--- src/rtl/regfile_pkg.sv ---
// Shared register-file definitions: default geometry and the priority
// bypass used both by the read muxes and by the pipeline forwarding unit.
package regfile_pkg;

  localparam int unsigned XLEN_DEF  = 32;
  localparam int unsigned DEPTH_DEF = 32;
  localparam int unsigned NREAD_DEF = 2;

  // Widest address/data the shared helpers accept; callers zero-extend.
  localparam int unsigned MAX_AW   = 16;
  localparam int unsigned MAX_XLEN = 64;

  typedef enum logic [1:0] {
    FWD_ZERO  = 2'd0,
    FWD_WP0   = 2'd1,
    FWD_WP1   = 2'd2,
    FWD_STORE = 2'd3
  } fwd_sel_e;

  // Source of a read: x0, ALU write port, load write port, or storage.
  function automatic fwd_sel_e fwd_sel(
    input logic [MAX_AW-1:0] addr,
    input logic              we0,
    input logic [MAX_AW-1:0] wa0,
    input logic              we1,
    input logic [MAX_AW-1:0] wa1
  );
    fwd_sel_e sel;
    sel = FWD_STORE;
    if (addr == '0)                 sel = FWD_ZERO;
    else if (we0 && (wa0 == addr))  sel = FWD_WP0;
    else if (we1 && (wa1 == addr))  sel = FWD_WP1;
    return sel;
  endfunction

  // Forwarded read value for a given source selection.
  function automatic logic [MAX_XLEN-1:0] fwd_value(
    input fwd_sel_e            sel,
    input logic [MAX_XLEN-1:0] wd0,
    input logic [MAX_XLEN-1:0] wd1,
    input logic [MAX_XLEN-1:0] stored
  );
    logic [MAX_XLEN-1:0] val;
    val = '0;
    case (sel)
      FWD_ZERO:  val = '0;
      FWD_WP0:   val = wd0;
      FWD_WP1:   val = wd1;
      FWD_STORE: val = stored;
      default:   val = '0;
    endcase
    return val;
  endfunction

endpackage

--- src/rtl/regfile_mp_if.sv ---
// Register-file port bundle between decode/write-back (master) and the
// register file (slave).
//   iRS/oREG_OUT/oRS_BUSY : packed read ports, port k at slice k
//   iWE0/iWA0/iWD0        : ALU write port
//   iWE1/iWA1/iWD1        : load write-back port (also clears busy)
//   iMARK/iMARK_ADDR      : mark a register busy (load issued)
//   oBUSY_CNT             : number of busy registers
interface regfile_mp_if #(
  parameter int unsigned XLEN  = 32,
  parameter int unsigned DEPTH = 32,
  parameter int unsigned NREAD = 2
);
  localparam int unsigned AW = $clog2(DEPTH);
  localparam int unsigned CW = $clog2(DEPTH + 1);

  logic [NREAD*AW-1:0]   iRS;
  logic [NREAD*XLEN-1:0] oREG_OUT;
  logic [NREAD-1:0]      oRS_BUSY;
  logic                  iWE0;
  logic [AW-1:0]         iWA0;
  logic [XLEN-1:0]       iWD0;
  logic                  iWE1;
  logic [AW-1:0]         iWA1;
  logic [XLEN-1:0]       iWD1;
  logic                  iMARK;
  logic [AW-1:0]         iMARK_ADDR;
  logic [CW-1:0]         oBUSY_CNT;

  modport master (
    output iRS, iWE0, iWA0, iWD0, iWE1, iWA1, iWD1, iMARK, iMARK_ADDR,
    input  oREG_OUT, oRS_BUSY, oBUSY_CNT
  );

  modport slave (
    input  iRS, iWE0, iWA0, iWD0, iWE1, iWA1, iWD1, iMARK, iMARK_ADDR,
    output oREG_OUT, oRS_BUSY, oBUSY_CNT
  );
endinterface

--- src/rtl/reg_scoreboard.sv ---
// Busy scoreboard for outstanding long-latency (load) writes.
//   clk, rst            : clock, async active-high reset
//   rs                  : packed read addresses, port k at [k*AW +: AW]
//   we1, wa1            : load write-back, clears busy of wa1
//   mark, mark_addr     : set busy of mark_addr (mark beats a same-cycle clear)
//   rs_busy_c           : per-port busy, combinational, with clear bypass
//   busy_cnt            : registered popcount of the busy array
module reg_scoreboard #(
  parameter int unsigned DEPTH = 32,
  parameter int unsigned NREAD = 2
) (
  input  logic                              clk,
  input  logic                              rst,
  input  logic [NREAD*$clog2(DEPTH)-1:0]    rs,
  input  logic                              we1,
  input  logic [$clog2(DEPTH)-1:0]          wa1,
  input  logic                              mark,
  input  logic [$clog2(DEPTH)-1:0]          mark_addr,
  output logic [NREAD-1:0]                  rs_busy_c,
  output logic [$clog2(DEPTH+1)-1:0]        busy_cnt
);
  localparam int unsigned AW = $clog2(DEPTH);
  localparam int unsigned CW = $clog2(DEPTH + 1);

  logic [DEPTH-1:0] busy_q, busy_d;
  logic [CW-1:0]    cnt_q, cnt_d;
  logic             set_ev, clr_ev;

  // Next busy array and count delta; x0 is never busy.
  always_comb begin
    busy_d = busy_q;
    set_ev = 1'b0;
    clr_ev = 1'b0;
    if (we1)  busy_d[wa1]       = 1'b0;
    if (mark) busy_d[mark_addr] = 1'b1;
    busy_d[0] = 1'b0;
    set_ev = mark && (mark_addr != '0) && !busy_q[mark_addr];
    clr_ev = we1 && (wa1 != '0) && busy_q[wa1] &&
             !(mark && (mark_addr == wa1));
    cnt_d  = cnt_q + CW'(set_ev) - CW'(clr_ev);
  end

  always_ff @(posedge clk or posedge rst) begin
    if (rst) begin
      busy_q <= '0;
      cnt_q  <= '0;
    end else begin
      busy_q <= busy_d;
      cnt_q  <= cnt_d;
    end
  end

  assign busy_cnt = cnt_q;

  // A load completing this cycle already hides the busy bit.
  for (genvar k = 0; k < NREAD; k++) begin : g_port
    logic [AW-1:0] ra;
    assign ra           = rs[k*AW +: AW];
    assign rs_busy_c[k] = (ra != '0) && busy_q[ra] && !(we1 && (wa1 == ra));
  end

endmodule

--- src/rtl/regfile_mp.sv ---
// Multi-port integer register file: two write ports, same-cycle
// write-to-read bypass, hard-wired x0 and a busy scoreboard for loads.
//   iCLK, iRST : clock, async active-high reset
//   bus        : register-file bundle (slave side), see regfile_mp_if
module regfile_mp
  import regfile_pkg::*;
#(
  parameter int unsigned XLEN  = XLEN_DEF,
  parameter int unsigned DEPTH = DEPTH_DEF,
  parameter int unsigned NREAD = NREAD_DEF
) (
  input  logic         iCLK,
  input  logic         iRST,
  regfile_mp_if.slave  bus
);
  localparam int unsigned AW = $clog2(DEPTH);

  logic [XLEN-1:0] mem_q [DEPTH];
  logic [XLEN-1:0] mem_d [DEPTH];

  // Write decode: port 1 first so port 0 wins a same-address collision.
  always_comb begin
    mem_d = mem_q;
    if (bus.iWE1) mem_d[bus.iWA1] = bus.iWD1;
    if (bus.iWE0) mem_d[bus.iWA0] = bus.iWD0;
    mem_d[0] = '0;
  end

  always_ff @(posedge iCLK or posedge iRST) begin
    if (iRST) begin
      for (int i = 0; i < int'(DEPTH); i++) mem_q[i] <= '0;
    end else begin
      mem_q <= mem_d;
    end
  end

  // Read muxes with priority bypass from the in-flight writes.
  for (genvar k = 0; k < NREAD; k++) begin : g_rd
    logic [AW-1:0]   ra;
    fwd_sel_e        sel;
    logic [XLEN-1:0] rd_val;

    assign ra  = bus.iRS[k*AW +: AW];
    assign sel = fwd_sel(MAX_AW'(ra), bus.iWE0, MAX_AW'(bus.iWA0),
                         bus.iWE1, MAX_AW'(bus.iWA1));
    assign rd_val = XLEN'(fwd_value(sel, MAX_XLEN'(bus.iWD0),
                                    MAX_XLEN'(bus.iWD1), MAX_XLEN'(mem_q[ra])));
    assign bus.oREG_OUT[k*XLEN +: XLEN] = rd_val;
  end

  reg_scoreboard #(
    .DEPTH (DEPTH),
    .NREAD (NREAD)
  ) u_scoreboard (
    .clk       (iCLK),
    .rst       (iRST),
    .rs        (bus.iRS),
    .we1       (bus.iWE1),
    .wa1       (bus.iWA1),
    .mark      (bus.iMARK),
    .mark_addr (bus.iMARK_ADDR),
    .rs_busy_c (bus.oRS_BUSY),
    .busy_cnt  (bus.oBUSY_CNT)
  );

endmodule

--- src/flat_wrapper.sv ---
// flat-port wrapper written by rule: the top's interface ports become plain ports
module regfile_mp_flat import regfile_pkg::*;
#(
  parameter int unsigned XLEN  = XLEN_DEF,
  parameter int unsigned DEPTH = DEPTH_DEF,
  parameter int unsigned NREAD = NREAD_DEF
)
  (iCLK, iRST, bus_iRS, bus_iWE0, bus_iWA0, bus_iWD0, bus_iWE1, bus_iWA1, bus_iWD1, bus_iMARK, bus_iMARK_ADDR, bus_oREG_OUT, bus_oRS_BUSY, bus_oBUSY_CNT);
  regfile_mp_if #(.XLEN(XLEN), .DEPTH(DEPTH), .NREAD(NREAD)) bus_i ();
  input  logic iCLK;
  input  logic iRST;
  input wire logic [$bits(bus_i.iRS)-1:0] bus_iRS;
  input wire logic [$bits(bus_i.iWE0)-1:0] bus_iWE0;
  input wire logic [$bits(bus_i.iWA0)-1:0] bus_iWA0;
  input wire logic [$bits(bus_i.iWD0)-1:0] bus_iWD0;
  input wire logic [$bits(bus_i.iWE1)-1:0] bus_iWE1;
  input wire logic [$bits(bus_i.iWA1)-1:0] bus_iWA1;
  input wire logic [$bits(bus_i.iWD1)-1:0] bus_iWD1;
  input wire logic [$bits(bus_i.iMARK)-1:0] bus_iMARK;
  input wire logic [$bits(bus_i.iMARK_ADDR)-1:0] bus_iMARK_ADDR;
  output wire logic [$bits(bus_i.oREG_OUT)-1:0] bus_oREG_OUT;
  output wire logic [$bits(bus_i.oRS_BUSY)-1:0] bus_oRS_BUSY;
  output wire logic [$bits(bus_i.oBUSY_CNT)-1:0] bus_oBUSY_CNT;
  assign bus_i.iRS = bus_iRS;
  assign bus_i.iWE0 = bus_iWE0;
  assign bus_i.iWA0 = bus_iWA0;
  assign bus_i.iWD0 = bus_iWD0;
  assign bus_i.iWE1 = bus_iWE1;
  assign bus_i.iWA1 = bus_iWA1;
  assign bus_i.iWD1 = bus_iWD1;
  assign bus_i.iMARK = bus_iMARK;
  assign bus_i.iMARK_ADDR = bus_iMARK_ADDR;
  assign bus_oREG_OUT = bus_i.oREG_OUT;
  assign bus_oRS_BUSY = bus_i.oRS_BUSY;
  assign bus_oBUSY_CNT = bus_i.oBUSY_CNT;
  regfile_mp #(.XLEN(XLEN), .DEPTH(DEPTH), .NREAD(NREAD)) u_core (.iCLK(iCLK), .iRST(iRST), .bus(bus_i));
endmodule
--- config.mk ---
export PLATFORM = sky130hd
export DESIGN_NAME = regfile_mp_flat
export DESIGN_NICKNAME = d
export VERILOG_FILES = /design/src/rtl/regfile_pkg.sv /design/src/rtl/regfile_mp_if.sv /design/src/rtl/reg_scoreboard.sv /design/src/rtl/regfile_mp.sv /design/src/flat_wrapper.sv
export SDC_FILE = /design/constraint.sdc
export NUM_CORES = 2
export LEC_CHECK = 0
export ABC_AREA = 0
export CAP_MARGIN = 10
export CELL_PAD_IN_SITES_DETAIL_PLACEMENT = 0
export CELL_PAD_IN_SITES_GLOBAL_PLACEMENT = 1
export CORE_AREA = 5 5 355 357
export CTS_CLUSTER_DIAMETER = 120
export DETAILED_ROUTE_END_ITERATION = 8
export DIE_AREA = 0 0 360 362
export PLACE_DENSITY_LB_ADDON = 0.15
export SYNTH_ARGS = -nofsm -noshare
export SYNTH_HDL_FRONTEND = slang
export SYNTH_SLANG_ARGS = --single-unit
--- constraint.sdc ---
create_clock -name iCLK -period 87 [get_ports iCLK]
set_clock_uncertainty 0.05 [all_clocks]
set_input_delay 8.7 -clock iCLK [delete_from_list [all_inputs] [get_ports iCLK]]
set_output_delay 8.7 -clock iCLK [all_outputs]
set_load 0.005 [all_outputs]
==> results_dict.tcl <==
set metrics [dict create \
    yosysUniqueCellTypes 65 \
    ys.flop_type "dfrtp_1" \
    total_power_mw 1.70 \
    worst_path_most_repeated_cell "buf_4" \
    multi_input_area_um2 37700 \
    p_leak_nw 31.0 \
    cts_inserted_buffers 118 \
    relSlewSlack_pct 8.53 \
    regArea_um2 25700 \
    status "finished clean" \
    drt-initial-drc-count 8365 \
    path_max_fanout 61 \
    clockBufferDepth 3 \
    syn_nets 6490 \
    synth_enable_flop_cells 0 \
    clock_latency_ns 0.74 \
    peakVddDrop_mv 0.0183 \
    hold_path_class "reg2reg" \
    fmax_ghz 0.0446 \
    cts_sinks 1029 \
    crit_chain "buf_8, buf_4, xnor2_1, nand4_1, nor3_1, nor2b_4, buf_4, a22oi_1, o32ai_1, clkdlybuf4s50_1" \
    critical_path_class "in2out" \
    yosysSeqAreaShare_pct 38.6 \
    fin_crit_ns 22.43 \
    postRouteAntennaNets 0 \
    startpoint_type "input pin" \
    cp.arrival_ns 13.68 \
    die_x_um 360 \
    fin_cells 7808 \
    place_hpwl_um 146000 \
    avgSynthCellArea_um2 10.4 \
    track_usage_pct 40.1 \
    drive_above_1_share_pct 17.2 \
    path_buf_inv 4 \
    rsz0062_at_grt "no" \
    placed_cells 7584 \
    grt_pass1_vias 53020 \
    start_util_pct 54.4 \
    num-fill-cells 10221 \
    synth_area_um2 66700 \
    root_buffer "clkbuf_16" \
    routedWlPerCell_um 34.2 \
    drc 0 \
    fin_setup_tns_ns 0 \
    period_share_pct 25.8 \
    cts_tree "built" \
    maxSlewViolCount 0 \
    ys_ff_latch 1029 \
    nNetsFinal 6168 \
    die_area_um2 130000 \
    htree_num_levels 3 \
    grt_overflow 0 \
    cts_setup_buffers 0 \
    place.port_buffers 165 \
    vias_per_cell 7.00 \
    async_flop_share_pct 100 \
    die_y_um 362 \
    vias 54644 \
    io_pins 166 \
    drv_cap 0 \
    antenna_found_initial 6 \
    critPathRequiredTime_ns 78.25 \
    grt_first_pass_wirelength_um 385000 \
    totalWireLength_um 267000 \
    clk_pin_slew_worst_paths_ns 0.06 \
    yosys_warnings 0 \
    grt_max_degree 161 \
    rows 129 \
    core_um2 123000 \
    cts_resized 0 \
    syn_inst 6389 \
    gp_congestion 0.864 \
    cp-end-kind "primary output" \
    setup_violations 0 \
    dr.pass1.iters 6 \
    slowest_delay_ns 1.07 \
    hold_viol_final 0 \
    ctsHoldBuffers 0 \
    crit_family "buffers and inverters" \
    cp_slowest_cell "nor3_1" \
    area_growth_pct 9.06 \
    worst_pin_slew_ns 1.37 \
    power_density_nw_per_um2 23.4 \
]
==> cell type report <==
cell class / count / share of cell area, %
multi-input cells: 4557 / 51.8
flip-flops and latches: 1029 / 35.4
clock buffers: 180 / 4.95
repair buffers: 350 / 4.27
well taps: 1637 / 2.82
clock inverters: 42 / 0.671
inverters: 11 / 0.0723
diodes: 2 / 0.00688
==> routing by layer <==
layer | routed length, um | share of wire, % | vias to the layer above | global-route usage (%)
met5 | 43 | 0.016 | - | 0
li1 | - | - | 22673 | -
met2 | 114000 | 43 | 3871 | 58.5
met3 | 33900 | 13 | 827 | 11.5
met1 | 103000 | 39 | 27267 | 55.6
met4 | 15800 | 5.9 | 6 | 19.7
==> power breakdown <==
group          internal, mW  switching, mW
Combinational         0.246          0.207
Clock                 0.313          0.218
Sequential            0.608          0.107
==> final timing paths <==
| path | from | endpoint | slack [ns] | cells past startpoint |
|---|---|---|---|---|
| max | bus_iRS[0] | bus_oREG_OUT[3] | 64.57 | 10 |
| min | u_core.u_scoreboard.busy_cnt[0] | u_core.u_scoreboard.busy_cnt[0] | 0.46 | 1 |
| max reg2reg | u_core.u_scoreboard.busy_q[31] | u_core.u_scoreboard.busy_cnt[4] | 83.44 | 11 |
| min reg2reg | u_core.u_scoreboard.busy_cnt[0] | u_core.u_scoreboard.busy_cnt[0] | 0.46 | 1 |
| max in group asynchronous | iRST | u_core.u_scoreboard.busy_q[25] | 74.37 | 6 |
| min in group asynchronous | iRST | u_core.mem_q[296] | 8.47 | 2 |
==> flip-flops by register name, summed over array words and instances, names as in the netlist <==
| name | count |
|---|---|
| u_core.u_scoreboard.busy_cnt | 6 |
| u_core.u_scoreboard.busy_q | 31 |
| u_core.mem_q | 992 |
==> cell usage after synthesis, types with 48 or more instances <==
| cell type | instances | area (um2) |
|---|---|---|
| a22oi_1 | 108 | 811 |
| buf_4 | 79 | 593 |
| mux4_2 | 483 | 10900 |
| a21oi_1 | 583 | 2920 |
| dfrtp_1 | 1029 | 25700 |
| clkbuf_1 | 503 | 1890 |
| mux2_2 | 86 | 968 |
| nor2_1 | 590 | 2210 |
| buf_2 | 119 | 596 |
| a22o_1 | 48 | 420 |
| o21ai_0 | 556 | 2780 |
| mux2i_1 | 1101 | 11000 |
| nand2_1 | 606 | 2270 |
==> kinds of logic (layout without fill, tap and decap cells) <==
logic type / Yosys count / in the layout / share of synthesized area, %
buffers and inverters: 803 / 583 / 5.65
AND/OR/NAND/NOR: 1350 / 1350 / 8.24
adder cells (fa/ha/maj): 7 / 7 / 0.143
multiplexers: 1677 / 1677 / 34.4
AO/OA/AOI/OAI: 1493 / 1493 / 12.5
XOR/XNOR: 30 / 30 / 0.394
flip-flops: 1029 / 1029 / 38.6
other: 0 / 2 / 0
==> per-stage QoR <==
| stage | cell area (um2) | util, % | setup WS [ns] | hold slack, ns |
|---|---|---|---|---|
| 6_report | 72700 | 59.3 | 64.57 | 0.459 |
| 5_1_grt | 72700 | 59.3 | 64.61 | 0.496 |
| 4_1_cts | 72700 | 59.3 | 64.79 | 0.469 |
| 3_5_place_dp | 68600 | 55.9 | 64.81 | 0.455 |
| 3_3_place_gp | 68600 | 55.9 | 64.77 | 0.447 |
| 2_1_floorplan | 66700 | - | 49.29 | 0.452 |
==> cells in the final DEF, fill, tap and decap left out, drive strengths merged, types with 17 or more instances in the layout <==
cell type,count
nand3,20
nand2,606
nor2,605
clkinv,28
a22o,48
dfrtp,1029
a211oi,36
mux2,93
o21ai,598
nor2b,44
mux2i,1101
clkbuf,180
clkdlybuf4s50,156
a221oi,36
mux4,483
xor2,17
buf,194
a22oi,108
o22ai,42
a21oi,583
==> worst reg2reg max path, stage by stage, from the launching register on <==
cell and delay (ns):
dfrtp_1 0.41, mux4_2 0.47, nor2b_1 0.14, a2111oi_0 0.63
o211ai_1 0.24, ha_1 0.36, inv_1 0.04, ha_1 0.21
fa_1 0.44, a21o_1 0.18, a21oi_1 0.19, xnor2_1 0.14
(Power assumes the default switching activity.)
